`src/rtl/iserdes_1_to_4_word_aligner.sv`:
```
// Serial-to-parallel receiver with an LSB-first shift register and an in-line bitslip
// training FSM that hunts for TRAIN_PATTERN and declares lock or failure.
module iserdes_1_to_4_word_aligner #(
  parameter int               WIDTH         = 4,
  parameter logic [WIDTH-1:0] TRAIN_PATTERN = 4'b1100,
  parameter int               MATCH_COUNT   = 4,
  parameter int               MAX_SLIPS     = 8
) (
  input  logic                             CLK,
  input  logic                             RST,
  input  logic                             D,
  input  logic                             BITSLIP,
  input  logic                             ALIGN_EN,
  output logic [WIDTH-1:0]                 Q,
  output logic                             DATA_VALID,
  output logic                             ALIGNED,
  output logic                             ALIGN_FAIL,
  output logic [$clog2(MAX_SLIPS+1)-1:0]   SLIP_COUNT
);

  localparam int CW = $clog2(WIDTH);
  localparam int MW = $clog2(MATCH_COUNT + 1);
  localparam int SW = $clog2(MAX_SLIPS + 1);

  typedef enum logic [2:0] {IDLE, CHECK, SLIP, WAIT, LOCKED, FAIL} state_t;

  state_t          state;
  logic [WIDTH-1:0] sr;
  logic [CW-1:0]   cnt;
  logic [MW-1:0]   match_cnt;
  logic            fsm_slip;
  logic            slip_now;

  assign fsm_slip = (state == SLIP);
  assign slip_now = (BITSLIP & ~ALIGN_EN) | fsm_slip;

  // A slip freezes the bit counter for one edge, which pushes the word boundary one bit later.
  always_ff @(posedge CLK) begin
    if (RST) begin
      sr         <= '0;
      cnt        <= '0;
      Q          <= '0;
      DATA_VALID <= 1'b0;
    end else begin
      sr         <= {D, sr[WIDTH-1:1]};
      DATA_VALID <= 1'b0;
      if (!slip_now) begin
        if (cnt == CW'(WIDTH-1)) begin
          cnt        <= '0;
          Q          <= {D, sr[WIDTH-1:1]};
          DATA_VALID <= 1'b1;
        end else begin
          cnt <= cnt + 1'b1;
        end
      end
    end
  end

  always_ff @(posedge CLK) begin
    if (RST) begin
      state      <= IDLE;
      SLIP_COUNT <= '0;
      match_cnt  <= '0;
      ALIGNED    <= 1'b0;
      ALIGN_FAIL <= 1'b0;
    end else if (!ALIGN_EN) begin
      // A slip already under way still gets counted before returning to IDLE.
      state      <= IDLE;
      ALIGNED    <= 1'b0;
      ALIGN_FAIL <= 1'b0;
      if (state == SLIP && SLIP_COUNT != SW'(MAX_SLIPS))
        SLIP_COUNT <= SLIP_COUNT + 1'b1;
    end else begin
      case (state)
        IDLE: begin
          state      <= CHECK;
          SLIP_COUNT <= '0;
          match_cnt  <= '0;
          ALIGNED    <= 1'b0;
          ALIGN_FAIL <= 1'b0;
        end
        CHECK: begin
          if (DATA_VALID) begin
            if (Q == TRAIN_PATTERN) begin
              if (match_cnt == MW'(MATCH_COUNT-1)) begin
                state   <= LOCKED;
                ALIGNED <= 1'b1;
              end
              match_cnt <= match_cnt + 1'b1;
            end else begin
              match_cnt <= '0;
              if (SLIP_COUNT == SW'(MAX_SLIPS)) begin
                state      <= FAIL;
                ALIGN_FAIL <= 1'b1;
              end else begin
                state <= SLIP;
              end
            end
          end
        end
        SLIP: begin
          if (SLIP_COUNT != SW'(MAX_SLIPS))
            SLIP_COUNT <= SLIP_COUNT + 1'b1;
          state <= WAIT;
        end
        // The first word after a slip mixes bits from both boundaries.
        WAIT: begin
          if (DATA_VALID)
            state <= CHECK;
        end
        LOCKED: ALIGNED <= 1'b1;
        FAIL:   ALIGN_FAIL <= 1'b1;
        default: state <= IDLE;
      endcase
    end
  end

endmodule

```
`config.mk`:
```
export PLATFORM = sky130hd
export DESIGN_NAME = iserdes_1_to_4_word_aligner
export DESIGN_NICKNAME = d
export VERILOG_FILES = /design/src/rtl/iserdes_1_to_4_word_aligner.sv
export SDC_FILE = /design/constraint.sdc
export NUM_CORES = 1
export LEC_CHECK = 0
export ABC_AREA = 1
export CAP_MARGIN = 20
export CORE_UTILIZATION = 35
export DETAILED_ROUTE_END_ITERATION = 7
export PLACE_DENSITY = 0.67
export SYNTH_ARGS = -nofsm -noshare
export SYNTH_HDL_FRONTEND = slang
export SYNTH_SLANG_ARGS = --single-unit
export TNS_END_PERCENT = 100
```
`constraint.sdc`:
```
create_clock -name CLK -period 1.3 [get_ports CLK]
set_input_delay 0.26 -clock CLK [delete_from_list [all_inputs] [get_ports CLK]]
set_output_delay 0.26 -clock CLK [all_outputs]
set_load 0.02 [all_outputs]
```
==> out/results.tsv <==
metric	value	unit
peakVddDrop	0.7241	mV
power.leakage	0.0006266	uW
crit_buf_inv	1	
path_class	flip-flop to flip-flop	
tightest_slew	0.2330	ns
dpl.hpwl	1687	um
yosysUniqueCellTypes	20	
fin_util	49.05	%
nNetsFinal	186	
viasPerCell	4.874	
clockBufferDepth	2	
rsz0062_at_grt	yes	
dr.pass1.iters	6	
grt_overflow	0	
crit_chain	inv_2 > ha_4 > nand2_2 > nor2_4 > o21ai_4 > or2_1 > a21oi_2	
cts_root_buf	clkbuf_4	
setup_violations	0	
crit_path_max_fanout	6	
antenna_found_initial	0	
outcome	complete, but fails checks	
routed_wl	2239	um
place.gp.congestion	0.9061	
rows	19	
cp_top_family	simple AND/OR/NAND/NOR gates	
fin_ws	0.01975	ns
cts_tree	done	
clkPwrFrac	36.0	%
grt_usage	15.25	%
drc_errors	2	
synth.yosys.seq_area_share	41.12	%
grt_pass1_wl	3808	um
vias	1004	
wire_per_inst	10.87	um
synthFlopType	dfxtp_1	
p_int	1096	uW
clk_pin_slew	0.13	ns
placed_cell_area	1303	sq um
drtIter0Drc	34	
drive_above_1_share	26.29	%
ys_top_cells_by_area	dfxtp_1 (41%), nand2_1 (13%), nor2_1 (7.0%)	
clkLatencyLatePin	0.32	ns
hold_viol_final	0	
power.density	1054	nW/um^2
dp_slack	-0.1196	ns
fin_crit_sh	98.48	%
switching_share	25.03	%
worstPathRequired	1.54	ns
n_antenna_cell	0	
synthCells	150	
fmax	0.7811	GHz
end_kind	flip-flop	
arrival	1.52	ns
synth_nets	160	
violations	DRC	
cts.sinks	22	
die_h	57.32	um
core_area	2829	sq um
power_frac_comb	14.8	%
yosys_warnings	0	
cap_violations	0	
cpMaxStageDelayCell	dfxtp_2	
portBuffers	15	
start_kind	flip-flop	
grt_start_max_net_pins	14	
layout_min_cycle_time	1.280	ns
min_path_type	flip-flop to flip-flop	
cpPeakStageDelay	0.36	ns
relSlewSlack	84.41	%
first_global_vias	934	
start_util	37.86	%
report.final.slew_viol_count	0	
hold_slack	0.4339	ns
holdBufCountCts	0	
power_frac_seq	49.2	%
area_growth	29.56	%
finClkSkew	0.01258	ns
synth-seq-cells	22	
die_x	57.32	um
htree_levels	1	
syn_area	1071	sq um
synth-edff-count	0	
antenna_left	0	
async_reset_ff_share	0	%
p_sw	365.9	uW
io_pins	16	
stdcell_area	1388	sq um
avgSynthCellArea	7.140	sq um
cts-buffers-inserted	3	
synth_top_area_share	41.12	%
synth_top_area_cell	dfxtp_1	
dieArea	3285	sq um
## flip-flops by register name, summed over array words and instances (netlist names)
register    flops
DATA_VALID      1
state           3
SLIP_COUNT      4
sr              3
cnt             2
ALIGNED         1
ALIGN_FAIL      1
match_cnt       3
Q               4
## layout by cell type, fill, tap and decap left out, types with 2 or more instances in the layout
| master | count |
|---|---|
| nand3_2 | 2 |
| nand3_1 | 10 |
| o21ai_0 | 8 |
| a21oi_1 | 10 |
| nand2_2 | 3 |
| inv_1 | 14 |
| clkbuf_2 | 5 |
| clkdlybuf4s15_1 | 3 |
| nand2_1 | 35 |
| a21oi_2 | 2 |
| dfxtp_2 | 4 |
| clkdlybuf4s50_1 | 4 |
| nor2_4 | 2 |
| nor2_1 | 19 |
| nor2_2 | 4 |
| clkbuf_4 | 3 |
| dlygate4sd2_1 | 3 |
| ha_1 | 3 |
| buf_4 | 7 |
| dfxtp_1 | 17 |
| inv_2 | 6 |
## area by class of cell
type	count	area [sq um]
Timing Repair Buffer	22	173.9
Multi-Input combinational cell	106	591.8
Inverter	21	81.33
Clock inverter	1	30.03
Sequential cell	22	449.2
Clock buffer	3	22.52
Fill cell	285	1441
Tap cell	31	38.79
## cell usage after synthesis, types with 2 or more instances
cell	count
nand2_1	36
dfxtp_1	22
nor2_1	20
inv_1	16
a21oi_1	12
nand3_1	11
o21ai_0	8
ha_1	5
inv_2	5
nor2_2	4
nand2_2	2
## logic make-up (layout without fill, tap and decap cells)
family                     count (synthesis)  count (layout)  share of synthesized area [%]
buffers and inverters                     22              47                          7.827
and+or+nand+nor                           79              79                          34.35
adders and majority gates                  5               5                          5.841
DFF                                       22              22                          41.12
AOI/OAI and AO/OA                         22              22                          10.87
## power groups by stage
| stage | Combinational [uW] | Clock (uW) | Sequential, uW |
|---|---|---|---|
| after floorplan | 130 | 0 | 739 |
| after global placement | 196 | 0 | 733 |
| after detailed placement | 202 | 0 | 734 |
| after CTS | 208 | 543 | 719 |
| after global routing | 242 | 568 | 723 |
| final | 216 | 526 | 720 |
## worst register-to-register path, delay by kind of cell, from the launching register on
family / cells / cell delay, ns
fa+ha+maj: 1 / 0.13
compound gates: 2 / 0.21
simple gates: 3 / 0.44
buf+inv: 1 / 0.08
flops: 1 / 0.36
## metal layers
metal,track usage (%),vias up,part of all wire [%]
met1,18.96,455,47
met3,2.041,4,3.9
met2,26.05,19,47
li1,-,526,-
met4,7.317,0,1.8
met5,0,-,0
## through the flow
stage / instances / setup TNS, ns / total power [uW]
6_report: 206 / 0 / 1462
5_1_grt: 206 / -0.1147 / 1533
4_1_cts: 205 / -0.04881 / 1470
3_5_place_dp: 201 / -0.9874 / 935.6
3_3_place_gp: 201 / -0.7174 / 928.6
2_1_floorplan: 150 / 0 / 869.2
## final timing paths
kind                            slack [ns]  depth (start not counted)          start            end
worst max register to register        0.02                          7  SLIP_COUNT[1]  SLIP_COUNT[1]
worst min register to register        0.43                          2          sr[2]          sr[1]
worst min-delay path                  0.43                          2          sr[2]          sr[1]
worst max-delay path                  0.02                          7  SLIP_COUNT[1]  SLIP_COUNT[1]
## timing repair
| item | in CTS | in global routing |
|---|---|---|
| setup endpoints to repair | 17 | 18 |
| setup buffers | 0 | 1 |
| endpoints found under the hold margin | 0 | 0 |
| gates resized for setup | 23 | 19 |
| pin swaps | 7 | 5 |
Note: power is estimated with default switching activity, not from simulation.
